==> src/rtl/uart_tx.sv <==
// -----------------------------------------------------------------------------
// uart_tx
//   Transmit half of a UART. Pulls bytes from a fifo read port and serializes
//   each one as: start bit (0), DLEN data bits LSB first, an optional parity
//   bit, then STOP_BITS stop bits (1). Bit timing comes from an internal
//   counter on clk; there is no external baud enable.
//
// Parameters
//   DLEN          data bits per frame (matches the fifo word width)
//   CLKS_PER_BIT  clk cycles per serial bit, >= 2
//   PARITY_EN     1 = append a parity bit after the data bits
//   PARITY_ODD    0 = even parity, 1 = odd parity
//   STOP_BITS     number of stop bits, 1 or 2
//
// Ports
//   clk            system clock
//   rstn           asynchronous active-low reset
//   i_en           1 = allowed to start new frames
//   i_fifo_rempty  fifo empty flag
//   o_fifo_ren     fifo read strobe, one-cycle pulse
//   i_fifo_rdata   fifo read data, valid the cycle after o_fifo_ren
//   o_tx           serial line, idles high, registered
//   o_busy         high from FETCH through the end of the last stop bit
// -----------------------------------------------------------------------------
module uart_tx #(
  parameter int DLEN         = 8,
  parameter int CLKS_PER_BIT = 868,
  parameter int PARITY_EN    = 0,
  parameter int PARITY_ODD   = 0,
  parameter int STOP_BITS    = 1
) (
  input  logic            clk,
  input  logic            rstn,
  input  logic            i_en,
  input  logic            i_fifo_rempty,
  output logic            o_fifo_ren,
  input  logic [DLEN-1:0] i_fifo_rdata,
  output logic            o_tx,
  output logic            o_busy
);

  localparam int BAUD_W = (CLKS_PER_BIT > 1) ? $clog2(CLKS_PER_BIT) : 1;
  localparam int IDX_W  = (DLEN > 1) ? $clog2(DLEN) : 1;

  localparam logic [BAUD_W-1:0] BAUD_LAST = BAUD_W'(CLKS_PER_BIT - 1);
  localparam logic [IDX_W-1:0]  DATA_LAST = IDX_W'(DLEN - 1);
  localparam logic [IDX_W-1:0]  STOP_LAST = IDX_W'(STOP_BITS - 1);

  typedef enum logic [2:0] {
    IDLE   = 3'd0,
    FETCH  = 3'd1,
    LOAD   = 3'd2,
    START  = 3'd3,
    DATA   = 3'd4,
    PARITY = 3'd5,
    STOP   = 3'd6
  } state_t;

  state_t                state;
  logic [BAUD_W-1:0]     baud_cnt;
  logic [IDX_W-1:0]      bit_idx;
  logic [DLEN-1:0]       shreg;
  logic                  par_bit;

  // Parity over the data word; odd parity inverts the even result.
  function automatic logic parity_of(input logic [DLEN-1:0] d);
    return (^d) ^ (PARITY_ODD != 0);
  endfunction

  logic bit_end;
  logic can_start;

  // Last clk cycle of the current serial bit.
  assign bit_end   = (baud_cnt == BAUD_LAST);
  // The only two points where a new frame may be requested from the fifo.
  assign can_start = i_en && !i_fifo_rempty;

  always_ff @(posedge clk or negedge rstn) begin
    if (!rstn) begin
      state      <= IDLE;
      baud_cnt   <= '0;
      bit_idx    <= '0;
      shreg      <= '0;
      par_bit    <= 1'b0;
      o_tx       <= 1'b1;
      o_fifo_ren <= 1'b0;
      o_busy     <= 1'b0;
    end else begin
      o_fifo_ren <= 1'b0;

      case (state)
        IDLE: begin
          o_tx     <= 1'b1;
          baud_cnt <= '0;
          bit_idx  <= '0;
          if (can_start) begin
            state      <= FETCH;
            o_fifo_ren <= 1'b1;
            o_busy     <= 1'b1;
          end else begin
            o_busy <= 1'b0;
          end
        end

        // Read strobe is out this cycle; data arrives during LOAD.
        FETCH: begin
          state <= LOAD;
        end

        LOAD: begin
          shreg    <= i_fifo_rdata;
          par_bit  <= (PARITY_EN != 0) ? parity_of(i_fifo_rdata) : 1'b0;
          o_tx     <= 1'b0;
          baud_cnt <= '0;
          bit_idx  <= '0;
          state    <= START;
        end

        // Entering DATA drives bit 0 and pre-shifts, so shreg[0] always
        // holds the next bit to send.
        START: begin
          if (bit_end) begin
            baud_cnt <= '0;
            bit_idx  <= '0;
            o_tx     <= shreg[0];
            shreg    <= shreg >> 1;
            state    <= DATA;
          end else begin
            baud_cnt <= baud_cnt + 1'b1;
          end
        end

        DATA: begin
          if (bit_end) begin
            baud_cnt <= '0;
            if (bit_idx == DATA_LAST) begin
              bit_idx <= '0;
              if (PARITY_EN != 0) begin
                o_tx  <= par_bit;
                state <= PARITY;
              end else begin
                o_tx  <= 1'b1;
                state <= STOP;
              end
            end else begin
              bit_idx <= bit_idx + 1'b1;
              o_tx    <= shreg[0];
              shreg   <= shreg >> 1;
            end
          end else begin
            baud_cnt <= baud_cnt + 1'b1;
          end
        end

        PARITY: begin
          if (bit_end) begin
            baud_cnt <= '0;
            bit_idx  <= '0;
            o_tx     <= 1'b1;
            state    <= STOP;
          end else begin
            baud_cnt <= baud_cnt + 1'b1;
          end
        end

        // bit_idx is reused here to count stop bits.
        STOP: begin
          o_tx <= 1'b1;
          if (bit_end) begin
            baud_cnt <= '0;
            if (bit_idx == STOP_LAST) begin
              bit_idx <= '0;
              if (can_start) begin
                state      <= FETCH;
                o_fifo_ren <= 1'b1;
              end else begin
                state  <= IDLE;
                o_busy <= 1'b0;
              end
            end else begin
              bit_idx <= bit_idx + 1'b1;
            end
          end else begin
            baud_cnt <= baud_cnt + 1'b1;
          end
        end

        default: begin
          state    <= IDLE;
          baud_cnt <= '0;
          bit_idx  <= '0;
          o_tx     <= 1'b1;
          o_busy   <= 1'b0;
        end
      endcase
    end
  end

endmodule

==> config.mk <==
export PLATFORM = sky130hd
export DESIGN_NAME = uart_tx
export DESIGN_NICKNAME = d
export VERILOG_FILES = /design/src/rtl/uart_tx.sv
export SDC_FILE = /design/constraint.sdc
export NUM_CORES = 1
export LEC_CHECK = 0
export CAP_MARGIN = 40
export CORE_ASPECT_RATIO = 0.5
export CORE_MARGIN = 8
export CORE_UTILIZATION = 56
export DETAILED_ROUTE_END_ITERATION = 16
export GPL_ROUTABILITY_DRIVEN = 0
export PLACE_DENSITY_LB_ADDON = 0.12
export SYNTH_ARGS = -nofsm -noshare
export SYNTH_HDL_FRONTEND = slang
export SYNTH_SLANG_ARGS = --single-unit
==> constraint.sdc <==
create_clock -name clk -period 2.65 [get_ports clk]
set_input_delay 0.265 -clock clk [delete_from_list [all_inputs] [get_ports clk]]
set_output_delay 0.265 -clock clk [all_outputs]
set_load 0.1 [all_outputs]
==> impl_results.md <==
- Prevailing post-synth register cell: dfrtp_1
- Clk root buf: clkbuf_8
- Sequential fraction of the synthesis area: a little over 40%
- Fraction of registers with async set/reset: 100%
- Peak VDD IR: ~210 uV
- Die width: between 90 and 100 microns
- Pre-CTS WS: between 0.5 and 0.6 ns
- Final WS setup: 0.556 ns
- Die H: between 50 and 60 microns
- Vias in the first global route: about 1200
- CP required: ~2.8 ns
- Via Count: about 1200
- Placed Area: ~0.0018 sq mm
- Slew HR: between 60% and 70%
- # Post-CTS Setup Buffers: 0
- Final min period: between 2 and 2.5 ns
- Post-CTS Resized: 0
- Post-CTS Hold Fix Bufs: 0
- Fin area: around 0.0018 sq mm
- CTS Buffer Depth: 2
- Routed wl met3: around 150 microns
- RSZ-0062 raised after global routing: no
- Yosys cell types: 50
- First-pass GRT wire length: about 5600 microns
- Largest stage delay on the critical path: approximately 0.4 ns
- CTS tree: yes
- Worst-Margin Slew: ~0.57 ns
- Min-delay worst type: input pin to async pin
- Syn Area/Cell: a little over 10 sq um
- Post-synth EDFFs: 0
- Pleak: approximately 0.77 nW
- Max Freq: roughly 480 MHz
- # DRC: 0
- Syn-to-layout area delta: 12.1%
- Critical-path top delay cell: dfrtp_1
- All-Layer GR Usage: 14.0%
- Ys Warns: 0
- Clk_lat worst skew: 0.28 ns
- DPL Wire Length: 2330 microns
- Site Rows: 13
- # IOs: 15
- Pwr/cell area: between 300 and 400 mW/mm^2
- Reg clk slew, reported paths: 0.09 ns
- Fin. max-slew vios: 0
- Met2 wire length: approximately 1300 microns
- Antenna Cells: 0
- IO Port Bufs: 14
- Period utilization: roughly four fifths
- Worst-path maximum fanout: 9
- Pwr Total: around 700 uW
- DRT Wirelength: 3150 microns
- Die area: between 0.005 and 0.006 sq mm
- Initial Util: roughly three fifths
- Critical Path Start Type: flop
- Cell Area, Synth: ~0.0016 sq mm
- Crit path kind: flop to flop
- Total gr overflow: 0
- CP Cell Sequence: ha_1 > nor4b_4 > nand3_2 > a22oi_4 > mux2_4
- CP endpoint kind: flop
- CTS Buf Count: 3
- Crit path buffers/inverters: 0
- Setup violations, final: 0
- WL/cell: 15.0 microns
- Avg Vias per Cell: approximately 5.6
- Fin nets: 190
- Status: complete, no violations
- Initial antenna violation count: 0
- Starting DRC count in detailed routing: around 100
- H-tree depth: 1
- Min Hold Slack: ~0.33 ns
- Synthesis-stage register bit count: 27
- Hold violation count in the final report: 0
- Antenna-violating nets left: 0
- Largest net degree at the start of global routing: 17
- M1 WL: ~1700 microns
- Mapped Cells: between 150 and 200
- CP delay by family, top: simple AND/OR/NAND/NOR gates
- Max-cap violation count: 0
- # clock sinks: 27
- Top sig layer: met4
- Net count after synthesis: roughly 180
- 1st-pass router iterations: 4
- Worst Skew: 0.00330 ns
- Final TNS setup: 0 ns
- Layout cells sized above 1: between 20% and 30%
- Arr. time, crit path: 2.27 ns
- Core Area: around 0.0027 sq mm
## where the power goes
part | leakage [nW] | total [mW] | internal [mW] | switching, mW
sequential | 0.321 | 0.421 | 0.418 | 0.00283
clock | 0.0217 | 0.240 | 0.107 | 0.134
combinational | 0.424 | 0.0383 | 0.0241 | 0.0142
## registers in the layout, summed over array words and instances, names as in the netlist
signal	cells
baud_cnt	10
bit_idx	3
o_busy	1
o_fifo_ren	1
o_tx	1
shreg	8
state	3
## cells by family after synthesis
| family | Yosys count | share of synthesized area, % |
|---|---|---|
| xor+xnor | 9 | 4.82 |
| mux | 18 | 12.5 |
| fa+ha+maj | 4 | 3.06 |
| buf+inv | 17 | 5.28 |
| compound gates | 31 | 14.1 |
| simple gates | 55 | 19.0 |
| flops | 27 | 41.4 |
## layout by cell type (no fill, tap or decap), types with 4 or more instances in the layout
master,n
buf_4,7
clkdlybuf4s50_1,11
dfrtp_1,26
ha_1,4
inv_1,7
mux2_2,15
nand2_1,15
nor2_1,13
nor3_1,4
o21ai_0,9
xnor2_1,8
## Yosys cell counts (3+ instances only)
master	count	area share [%]
inv_1	7	1.6
dfrtp_1	26	40
clkbuf_1	3	0.69
o21ai_0	9	2.8
nor3_1	4	1.2
a21oi_1	3	0.92
nand2b_1	3	1.1
nand4_1	3	1.1
nor2_1	13	3.0
xnor2_1	8	4.3
nand2_1	15	3.4
ha_1	4	3.1
mux2_2	15	10
## cell type report
class,instances,area [sq um]
multi-input cells,117,873
fillers,219,850
flip-flops and latches,27,677
repair buffers,18,163
well taps,37,46.3
clock buffers,3,41.3
inverters,7,26.3
clock inverters,1,7.51
## routing by layer
metal	up-vias	global-route usage, %
li1	597	-
met2	25	20.5
met4	0	3.96
met5	-	0
met3	4	3.54
met1	551	20.1
## per-stage QoR
| step | instances | util, % |
|---|---|---|
| 2_1_floorplan | 161 | - |
| 3_3_place_gp | 206 | 66.5 |
| 3_5_place_dp | 206 | 66.5 |
| 4_1_cts | 210 | 68.3 |
| 5_1_grt | 210 | 68.3 |
| 6_report | 210 | 68.3 |
## final timing paths
| path | from | endpoint | slack (ns) | cells after the start |
|---|---|---|---|---|
| worst min-delay path | rstn | o_fifo_ren$_DFF_PN0_ | 0.33 | 1 |
| max in group asynchronous | rstn | shreg[2]$_DFFE_PN0P_ | 1.70 | 2 |
| worst min register to register | shreg[5]$_DFFE_PN0P_ | shreg[5]$_DFFE_PN0P_ | 0.51 | 1 |
| worst max register to register | baud_cnt[0]$_DFFE_PN0N_ | bit_idx[2]$_DFFE_PN0P_ | 0.56 | 5 |
| min in group clk | shreg[5]$_DFFE_PN0P_ | shreg[5]$_DFFE_PN0P_ | 0.51 | 1 |
| worst max-delay path | baud_cnt[0]$_DFFE_PN0N_ | bit_idx[2]$_DFFE_PN0P_ | 0.56 | 5 |
Note: power is estimated with default switching activity, not from simulation.
